<file path="src/rtl/echo_proximity_frontend.sv">
// Ultrasonic ranging front end: fires a shared trigger, times three echo pulses and
// produces debounced near flags for the downstream obstacle-warning FSM.
module echo_proximity_frontend #(
    parameter int CNT_W      = 16,
    parameter int TRIG_CYC   = 10,
    parameter int LISTEN_CYC = 2000,
    parameter int GAP_CYC    = 500,
    parameter int THRESH     = 640,
    parameter int HITS       = 2
) (
    input  logic       clk,
    input  logic       rst_n,
    input  logic       ena,
    input  logic [2:0] echo,
    output logic       trig,
    output logic [2:0] near,
    output logic       frame_done
);

    localparam int DC_W = $clog2(HITS + 1);

    typedef enum logic [1:0] {GAP, TRIG, LISTEN, EVAL} state_t;

    state_t           state;
    state_t           state_nxt;
    logic [CNT_W-1:0] cnt;
    logic [2:0]       echo_p0;
    logic [2:0]       echo_p1;
    logic [2:0]       echo_p2;
    logic [2:0]       seen;
    logic [2:0]       done;
    logic [2:0]       hit;
    logic [2:0]       near_nxt;
    logic [CNT_W-1:0] width    [3];
    logic [DC_W-1:0]  dcnt     [3];
    logic [DC_W-1:0]  dcnt_nxt [3];
    logic             frame_q;

    function automatic logic [CNT_W-1:0] sat_inc(input logic [CNT_W-1:0] v);
        return (&v) ? v : v + CNT_W'(1);
    endfunction

    function automatic logic at_end(input logic [CNT_W-1:0] c, input int len);
        return c == CNT_W'(len - 1);
    endfunction

    always_comb begin
        state_nxt = state;
        case (state)
            GAP:     if (at_end(cnt, GAP_CYC))    state_nxt = TRIG;
            TRIG:    if (at_end(cnt, TRIG_CYC))   state_nxt = LISTEN;
            LISTEN:  if (at_end(cnt, LISTEN_CYC)) state_nxt = EVAL;
            default: state_nxt = GAP;
        endcase
    end

    always_ff @(posedge clk) begin
        if (!rst_n)
            state <= GAP;
        else if (ena)
            state <= state_nxt;
    end

    // A channel only agrees with a flip when its verdict differs from the current flag.
    always_comb begin
        hit      = '0;
        near_nxt = near;
        for (int i = 0; i < 3; i++) begin
            dcnt_nxt[i] = dcnt[i];
            hit[i] = seen[i] & done[i] & (width[i] <= CNT_W'(THRESH));
            if (hit[i] == near[i]) begin
                dcnt_nxt[i] = '0;
            end else if (dcnt[i] == DC_W'(HITS - 1)) begin
                near_nxt[i] = ~near[i];
                dcnt_nxt[i] = '0;
            end else begin
                dcnt_nxt[i] = dcnt[i] + DC_W'(1);
            end
        end
    end

    always_ff @(posedge clk) begin
        if (!rst_n) begin
            cnt     <= '0;
            trig    <= 1'b0;
            near    <= '0;
            frame_q <= 1'b0;
            echo_p0 <= '0;
            echo_p1 <= '0;
            echo_p2 <= '0;
            seen    <= '0;
            done    <= '0;
            for (int i = 0; i < 3; i++) begin
                width[i] <= '0;
                dcnt[i]  <= '0;
            end
        end else if (ena) begin
            // echo_p1 is the synchronised echo; echo_p2 is its previous value for edge detection
            echo_p0 <= echo;
            echo_p1 <= echo_p0;
            echo_p2 <= echo_p1;
            cnt     <= (state_nxt != state) ? '0 : cnt + CNT_W'(1);
            trig    <= (state_nxt == TRIG);
            frame_q <= (state == EVAL);
            if (state == EVAL) begin
                near <= near_nxt;
                for (int i = 0; i < 3; i++)
                    dcnt[i] <= dcnt_nxt[i];
            end
            for (int i = 0; i < 3; i++) begin
                if (state_nxt == TRIG && state != TRIG) begin
                    seen[i]  <= 1'b0;
                    done[i]  <= 1'b0;
                    width[i] <= '0;
                end else if (state == LISTEN) begin
                    // Only the first pulse that rises inside the window is measured.
                    if (!seen[i] && echo_p1[i] && !echo_p2[i]) begin
                        seen[i]  <= 1'b1;
                        width[i] <= CNT_W'(1);
                    end else if (seen[i] && !done[i]) begin
                        if (echo_p1[i])
                            width[i] <= sat_inc(width[i]);
                        else
                            done[i] <= 1'b1;
                    end
                end
            end
        end
    end

    assign frame_done = frame_q & ena;

endmodule

</file>
<file path="config.mk">
export PLATFORM = sky130hd
export DESIGN_NAME = echo_proximity_frontend
export DESIGN_NICKNAME = d
export VERILOG_FILES = /design/src/rtl/echo_proximity_frontend.sv
export SDC_FILE = /design/constraint.sdc
export NUM_CORES = 1
export LEC_CHECK = 0
export CAP_MARGIN = 20
export CORE_MARGIN = 2
export CORE_UTILIZATION = 56
export CTS_BUF_LIST = sky130_fd_sc_hd__clkbuf_8 sky130_fd_sc_hd__clkbuf_16
export CTS_CLUSTER_SIZE = 40
export DETAILED_ROUTE_END_ITERATION = 8
export PLACE_DENSITY = 0.77
export REMOVE_ABC_BUFFERS = 1
export SYNTH_ARGS = -nofsm -noshare
export SYNTH_HDL_FRONTEND = slang
export SYNTH_SLANG_ARGS = --single-unit
</file>
<file path="constraint.sdc">
create_clock -name clk -period 2.71 [get_ports clk]
set_input_delay 0.4065 -clock clk [delete_from_list [all_inputs] [get_ports clk]]
set_output_delay 0.4065 -clock clk [all_outputs]
set_load 0.01 [all_outputs]
</file>
==> results.cfg, run 1 <==
[power]
p_comb_frac = 0.052
power_per_cell_area_nw_per_um2 = 553.2
power.clock.fraction = 0.413
seqPwrFrac = 0.535
p_sw_frac = 0.2126
power_report.internal_total_mw = 2.326
p_switching_uw = 628.1
worst_ir_drop_vdd_v = 0.0003652
total_power_mw = 2.954
p_leak_nw = 1.810

[clock_network]
worst_setup_hold_path_clk_slew_ps = 90
cts_hold_buf = 0
cts-resized-gates = 0
tritoncts = built
cts.htree.levels = 3
inserted_clock_buffers = 9
cts.repair_timing.setup_buffer_count = 0
cts_max_path_buffers = 2
clock_sinks = 92
skew_pair_late_insertion_delay_ps = 360
cts.root.buffer_cell = clkbuf_8

[yosys]
yosys_warnings = 0
yosys.cell_types.count = 42
post_synth_inst_count = 496
synth_seq_area_share = 0.5016
postSynth.topFlopCell = edfxtp_1
synthArstFlopShare = 0
synth-edff-count = 54
postSynthRegisterBits = 92
cell_area_after_synthesis_um2 = 4750
syn_area_per_cell_um2 = 9.576

[sta]
final_min_period_over_clock_period = 0.9354
maxSlewHeadroom = 0.5073
measured_slew_at_the_worst_slew_check_pin_ps = 732.3
totalNegativeSetupSlack_ps = 0
min_period_ps = 2535
report.final.slew_viol_count = 0
setup_violations = 0
final-hold-violation-count = 0
maxClockFrequency_ghz = 0.3945
grt_setup_unrepaired = no
finClkSkew_ps = 11.43

[drt]
wirelength_um = 9179
average_wire_length_per_cell_after_detail_routing_um = 14.62
antenna_violating_nets_post_route = 0
vias_post_dr = 3673
detailed_route_vias_per_instance = 5.849
drt_first_iter_violations = 186
firstDrtPassIters = 5
detail_route.drc_violations = 0

[critical_path]
crit_buf_inv = 1
cpMaxStageDelayCell = or4_1
register_to_register_path_depth = 6
criticalPathCategory = reg -> reg
timing.critical_path.to = width[2][1]
cp_data_required_time_ps = 2780
cp.depth = 6
timing.critical_path.arrival_ps = 2610
startpoint = cnt[2]
critical_path_cell_list = or4_1 > or4_1 > a21oi_2 > a41o_2 > o21a_1 > buf_12
worst_r2r_startpoint = cnt[2]
critical_path.most_common_cell = or4_1
critPathTopFamily = simple AND/OR/NAND/NOR gates
startpoint_type = flop
critPathCaptureType = flop
r2r_setup_slack_ps = 180
crit_path_max_incr_delay_ps = 540
cp_max_fo = 16
r2r_end = width[2][1]

[final_layout]
combined_area_of_the_multi_input_logic_cells_um2 = 2203
final_util = 0.6499
drive_above_1_share = 0.07266
layout_net_count = 535
insertedDiodeCount = 0
n_fill_cell = 648
flow.area_growth_from_synthesis_pct = 12.43
register_area_um2 = 2382

[grt]
gr-usage-all-layers = 0.2144
globalRoute.totalOverflow = 0
grt_max_degree = 21
wire_length_of_the_first_global_routing_pass_um = 15390
grt_pass1_vias = 3419
antenna_violations_before_repair = 0

[min_path]
holdPathStages = 2
holdCritPathClass = reg -> reg

[floorplanning]
dieWidth_um = 96.10
num_io_pins = 11
chipHeight_um = 96.10
dieArea_um2 = 9234
fp-row-count = 33
initial_cell_density_of_the_core = 0.5780
coreArea_um2 = 8217

[run_status]
run_status = finished, final reports clean

[run]
max_cap_viol_count = 0

[placed_design]
place_congestion = 0.8411
placement.io_buffers = 10
place.detailed.hpwl_um = 6443
## synth_stat cells, types with 7 or more instances
cell / n / area, um2
clkbuf_1: 12 / 45.04
xor2_1: 24 / 210.2
nand3_1: 24 / 120.1
mux2i_1: 9 / 90.09
and3_1: 8 / 50.05
o21ai_0: 10 / 50.05
nand2_1: 39 / 146.4
ha_1: 11 / 137.6
a21oi_1: 14 / 70.07
a31oi_1: 8 / 50.05
xnor2_1: 30 / 262.8
nand4_1: 15 / 93.84
or3_1: 9 / 56.30
or4_1: 7 / 52.55
nor4_1: 15 / 93.84
edfxtp_1: 54 / 1622
nor3_1: 19 / 95.09
inv_1: 27 / 101.4
nor2_1: 79 / 296.5
dfxtp_1: 38 / 760.7
## power groups by stage
stage | clock network (mW) | registers (mW) | logic (mW)
after global routing | 1.29 | 1.59 | 0.171
final | 1.22 | 1.58 | 0.152
after global placement | 0 | 1.61 | 0.146
after floorplan | 0 | 1.60 | 0.102
after CTS | 1.24 | 1.58 | 0.153
after detailed placement | 0 | 1.61 | 0.152
## sequential cells by signal (all words and copies together), names as in the netlist
signal and flops:
done 3, seen 3, echo_p2 3, echo_p1 3, state 2, dcnt 6
near 3, echo_p0 3, trig 1, cnt 16, frame_q 1, width 48
## layout by cell type, fill, tap and decap left out, drive strengths merged, types with 15 or more instances in the layout
cell,n
xnor2,30
a21oi,15
nor4,15
buf,16
inv,27
nand2,39
edfxtp,54
nand4,15
nor3,19
xor2,24
dfxtp,38
nor2,79
nand3,24
## per-stage QoR
| stage | instances | instance area [um2] | hold WS (ps) | setup slack, ps |
|---|---|---|---|---|
| floorplan | 481 | 4691 | 452.9 | 138.6 |
| global placement | 612 | 5067 | 469.8 | 255.3 |
| detailed placement | 612 | 5067 | 488.6 | 211.9 |
| CTS | 628 | 5340 | 500.3 | 178.6 |
| global route | 628 | 5340 | 521.3 | 100.9 |
| finish | 628 | 5340 | 497.6 | 175.1 |
## kinds of logic (layout without fill, tap and decap cells)
kind of cell | count (synthesis) | count (layout) | synth area share
AO/OA/AOI/OAI | 46 | 46 | 0.06165
AND/OR/NAND/NOR | 240 | 240 | 0.2524
adder cells (fa/ha/maj) | 11 | 11 | 0.02898
buffers and inverters | 43 | 70 | 0.03451
flip-flops | 92 | 92 | 0.5016
multiplexers | 10 | 10 | 0.02134
XOR/XNOR | 54 | 54 | 0.09958
## worst register-to-register path: stages, from the launching register on
cell and delay [ps]:
dfxtp_1 370, or4_1 540, or4_1 430, a21oi_2 220, a41o_2 330, o21a_1 200, buf_12 160
## routing by layer
| metal | share of wire | vias up | global-route usage |
|---|---|---|---|
| met5 | 0 | - | 0 |
| met4 | 0.015 | 0 | 0.08095 |
| met3 | 0.047 | 14 | 0.04072 |
| met2 | 0.47 | 87 | 0.3339 |
| met1 | 0.47 | 1761 | 0.2981 |
| li1 | - | 1811 | - |
## area by class of cell
type | instances | area share
multi-input combinational | 361 | 0.4126
timing repair buffer | 26 | 0.04592
tap | 105 | 0.02460
clock inverter | 6 | 0.02530
inverter | 28 | 0.01968
sequential | 92 | 0.4461
clock buffer | 10 | 0.02577
## worst min-delay path by stage
stage | end | startpoint
2_1_floorplan | frame_q | frame_q
3_3_place_gp | done[0] | done[0]
3_5_place_dp | near[0] | near[0]
4_1_cts | near[0] | near[0]
5_1_grt | near[0] | near[0]
6_report | near[0] | near[0]
Note: power is estimated with default switching activity, not from simulation.
==> inputs of run 2 (changes only) <==
- CORE_UTILIZATION: 56 -> 58
- CTS_BUF_LIST: sky130_fd_sc_hd__clkbuf_8 sky130_fd_sc_hd__clkbuf_16 -> sky130_fd_sc_hd__clkbuf_4
- CTS_CLUSTER_SIZE: 40 -> 8
- PLACE_DENSITY: 0.77 -> 0.79
==> results.cfg, run 2 (synthesis results as in run 1) <==
[clock_network]
tritoncts = built
cts_hold_buf = 0
skew_pair_late_insertion_delay_ps = 450
worst_setup_hold_path_clk_slew_ps = 130
inserted_clock_buffers = 9
clock_sinks = 92
cts.root.buffer_cell = clkbuf_4
cts.repair_timing.setup_buffer_count = 0
cts-resized-gates = 0
cts_max_path_buffers = 2
cts.htree.levels = 3

[drt]
firstDrtPassIters = 4
drt_first_iter_violations = 191
vias_post_dr = 3612
detail_route.drc_violations = 0
antenna_violating_nets_post_route = 0
wirelength_um = 8847
detailed_route_vias_per_instance = 5.752
average_wire_length_per_cell_after_detail_routing_um = 14.09

[run]
max_cap_viol_count = 0

[sta]
final-hold-violation-count = 0
min_period_ps = 2496
setup_violations = 0
grt_setup_unrepaired = no
final_min_period_over_clock_period = 0.9212
maxSlewHeadroom = 0.5857
finClkSkew_ps = 19.07
measured_slew_at_the_worst_slew_check_pin_ps = 615.7
report.final.slew_viol_count = 0
timing.hold.ws_ps = 506.2
fin_worst_setup_slack_ps = 213.6
totalNegativeSetupSlack_ps = 0
maxClockFrequency_ghz = 0.4006

[critical_path]
timing.critical_path.arrival_ps = 2660
critPathCaptureType = flop
criticalPathCategory = reg -> reg
startpoint_type = flop
cp_data_required_time_ps = 2880
cp_max_fo = 16

[final_layout]
design_area_um2 = 5207
drive_above_1_share = 0.07075
final_util = 0.6435
layout_net_count = 535
layout.cells.most_common_list = 79 x nor2_1, 54 x edfxtp_1, 39 x nand2_1
number_of_flip_flops_under_the_largest_register_name = 48
registers.top_by_ff_count = width
insertedDiodeCount = 0
final-instance-count-excl-fill = 628
mostFrequentLayoutCell = nor2_1
flow.area_growth_from_synthesis_pct = 9.642
biggestRegsByFlops = width x48, cnt x16, dcnt x6

[floorplanning]
initial_cell_density_of_the_core = 0.5869
num_io_pins = 11
fp-row-count = 33
dieWidth_um = 94.49
dieArea_um2 = 8928
coreArea_um2 = 8093
chipHeight_um = 94.49

[min_path]
holdCritPathClass = reg -> reg

[placed_design]
place_congestion = 0.8157
placement.io_buffers = 10
placed_cells_incl_taps = 612
post_dp_cell_area_um2 = 5067
dp_slack_ps = 227.4
place.detailed.hpwl_um = 6375

[grt]
antenna_violations_before_repair = 0
grt_pass1_vias = 3503
grt_max_degree = 21
wire_length_of_the_first_global_routing_pass_um = 15450
globalRoute.totalOverflow = 0
gr-usage-all-layers = 0.2171

[power]
power_per_cell_area_nw_per_um2 = 478.0
total_power_mw = 2.489
worst_ir_drop_vdd_v = 0.0003651
p_leak_nw = 1.747

[run_status]
run_status = finished, final reports clean
[run 2: area by class of cell]
cell class / count / area (um2)
Timing Repair Buffer: 26 / 245.2
Clock inverter: 6 / 65.06
Sequential cell: 92 / 2382
Multi-Input combinational cell: 361 / 2203
Inverter: 28 / 105.1
Tap cell: 105 / 131.4
Clock buffer: 10 / 75.07
Fill cell: 695 / 2885
[run 2: metal layers]
| metal | vias up | part of all wire | track usage |
|---|---|---|---|
| met1 | 1723 | 0.48 | 0.2932 |
| met5 | - | 0 | 0 |
| met4 | 0 | 0.014 | 0.07729 |
| met3 | 12 | 0.031 | 0.03911 |
| li1 | 1818 | - | - |
| met2 | 59 | 0.48 | 0.3536 |
[run 2: final timing paths]
| path | startpoint | to | slack [ps] | depth (start not counted) |
|---|---|---|---|---|
| worst max-delay path | cnt[2] | width[2][1] | 210 | 6 |
| worst min-delay path | near[0] | near[0] | 510 | 2 |
| worst max register to register | cnt[2] | width[2][1] | 210 | 6 |
| worst min register to register | near[0] | near[0] | 510 | 2 |
[run 2: power by group]
| part | total [mW] | internal (mW) | switching (mW) |
|---|---|---|---|
| combinational | 0.152 | 0.0703 | 0.0817 |
| clock | 0.755 | 0.290 | 0.465 |
| sequential | 1.58 | 1.53 | 0.0565 |
| total | 2.49 | 1.89 | 0.603 |
[run 2: critical path, cell delays in order, from the launching register on]
cell     delay (ps)
dfxtp_1         380
or4_1           550
or4_1           430
a21oi_2         210
a41o_2          310
o21a_1          190
buf_12          160
==> inputs of run 3 (changes only) <==
- PLACE_DENSITY: 0.79 -> 0.78
==> results.cfg, run 3 (synthesis results as in run 1) <==
[run_status]
run_status = finished, final reports clean

[floorplanning]
coreArea_um2 = 8093
dieArea_um2 = 8928
dieWidth_um = 94.49
num_io_pins = 11
initial_cell_density_of_the_core = 0.5869
fp-row-count = 33
chipHeight_um = 94.49

[sta]
finClkSkew_ps = 15.70
maxClockFrequency_ghz = 0.3988
maxSlewHeadroom = 0.5914
report.final.slew_viol_count = 0
setup_violations = 0
min_period_ps = 2507
measured_slew_at_the_worst_slew_check_pin_ps = 607.3
fin_worst_setup_slack_ps = 202.6
grt_setup_unrepaired = no
final-hold-violation-count = 0
totalNegativeSetupSlack_ps = 0
final_min_period_over_clock_period = 0.9252

[min_path]
holdCritPathClass = reg -> reg

[clock_network]
tritoncts = built
inserted_clock_buffers = 9
cts.root.buffer_cell = clkbuf_4
cts_max_path_buffers = 2
cts-resized-gates = 0
skew_pair_late_insertion_delay_ps = 460
clock_sinks = 92
worst_setup_hold_path_clk_slew_ps = 150
cts_hold_buf = 0
cts.repair_timing.setup_buffer_count = 0
cts.htree.levels = 3

[final_layout]
layout_net_count = 536
insertedDiodeCount = 0
registers.top_by_ff_count = width
drive_above_1_share = 0.07443
flow.area_growth_from_synthesis_pct = 9.800
biggestRegsByFlops = width x48, cnt x16, dcnt x6
mostFrequentLayoutCell = nor2_1
number_of_flip_flops_under_the_largest_register_name = 48
layout.cells.most_common_list = 79 x nor2_1, 54 x edfxtp_1, 39 x nand2_1
n_fill_cell = 683

[critical_path]
critical_path_cell_list = or4_1 > or4_1 > a21oi_2 > a41o_2 > o21a_1 > buf_12
cp_max_fo = 16
critPathCaptureType = flop
criticalPathCategory = reg -> reg
cp_data_required_time_ps = 2890
cpMaxStageDelayCell = or4_1
timing.critical_path.arrival_ps = 2680
critical_path.most_common_cell = or4_1
startpoint_type = flop
crit_path_max_incr_delay_ps = 540

[run]
max_cap_viol_count = 0

[drt]
drt_first_iter_violations = 206
routedLengthMet1_um = 4346
wirelength_um = 8951
dr_wl_met3_um = 294
wl_met2_um = 4115
detail_route.drc_violations = 0
vias_post_dr = 3626
detailed_route_vias_per_instance = 5.765
firstDrtPassIters = 4
antenna_violating_nets_post_route = 0
top_layer_used = met4
average_wire_length_per_cell_after_detail_routing_um = 14.23

[placed_design]
place_congestion = 0.8425
dp_slack_ps = 234.1
placement.io_buffers = 10
place.detailed.hpwl_um = 6308

[grt]
gr-usage-all-layers = 0.2216
grt_pass1_vias = 3396
wire_length_of_the_first_global_routing_pass_um = 15570
antenna_violations_before_repair = 0
grt_max_degree = 21
globalRoute.totalOverflow = 0

[power]
p_leak_nw = 1.762
power_per_cell_area_nw_per_um2 = 479.6
worst_ir_drop_vdd_v = 0.0003341
## run 3: through the flow
stage | std cells | util | cell area, um2 | hold WS, ps | power (mW)
2_1_floorplan | 481 | - | 4691 | 452.9 | 1.700
3_3_place_gp | 613 | 0.6271 | 5075 | 470.2 | 1.756
3_5_place_dp | 613 | 0.6271 | 5075 | 480.8 | 1.764
4_1_cts | 629 | 0.6444 | 5215 | 504.0 | 2.506
5_1_grt | 629 | 0.6444 | 5215 | 531.1 | 2.589
6_report | 629 | 0.6444 | 5215 | 502.7 | 2.501
## run 3: area by class of cell
cell class,count,area [um2],area share
repair buffers,27,252.7,0.04846
clock inverters,6,65.06,0.01248
flip-flops and latches,92,2382,0.4568
clock buffers,10,75.07,0.01440
well taps,105,131.4,0.02519
inverters,28,105.1,0.02015
multi-input cells,361,2203,0.4225
## run 3: power by group
part | switching [mW] | internal (mW) | leakage (nW)
sequential | 0.0555 | 1.53 | 0.820
combinational | 0.0811 | 0.0708 | 0.866
clock | 0.476 | 0.292 | 0.0763
total | 0.613 | 1.89 | 1.76
## run 3: path summary, 6_finish.rpt
kind / from / end / slack (ps) / cells past startpoint
max reg2reg: cnt[2] / width[2][6] / 200 / 6
min: near[1] / near[1] / 500 / 2
max: cnt[2] / width[2][6] / 200 / 6
min reg2reg: near[1] / near[1] / 500 / 2
## run 3: metal layers
| layer | vias up | GRT usage |
|---|---|---|
| li1 | 1816 | - |
| met1 | 1724 | 0.3146 |
| met2 | 69 | 0.3363 |
| met3 | 17 | 0.03033 |
| met4 | 0 | 0.1075 |
| met5 | - | 0 |
## run 3: critical path, delay by kind of cell, from the launching register on
kind	cells	cell delay, ps
buffers and inverters	1	160
AOI/OAI and AO/OA	3	700
DFF	1	390
and+or+nand+nor	2	970
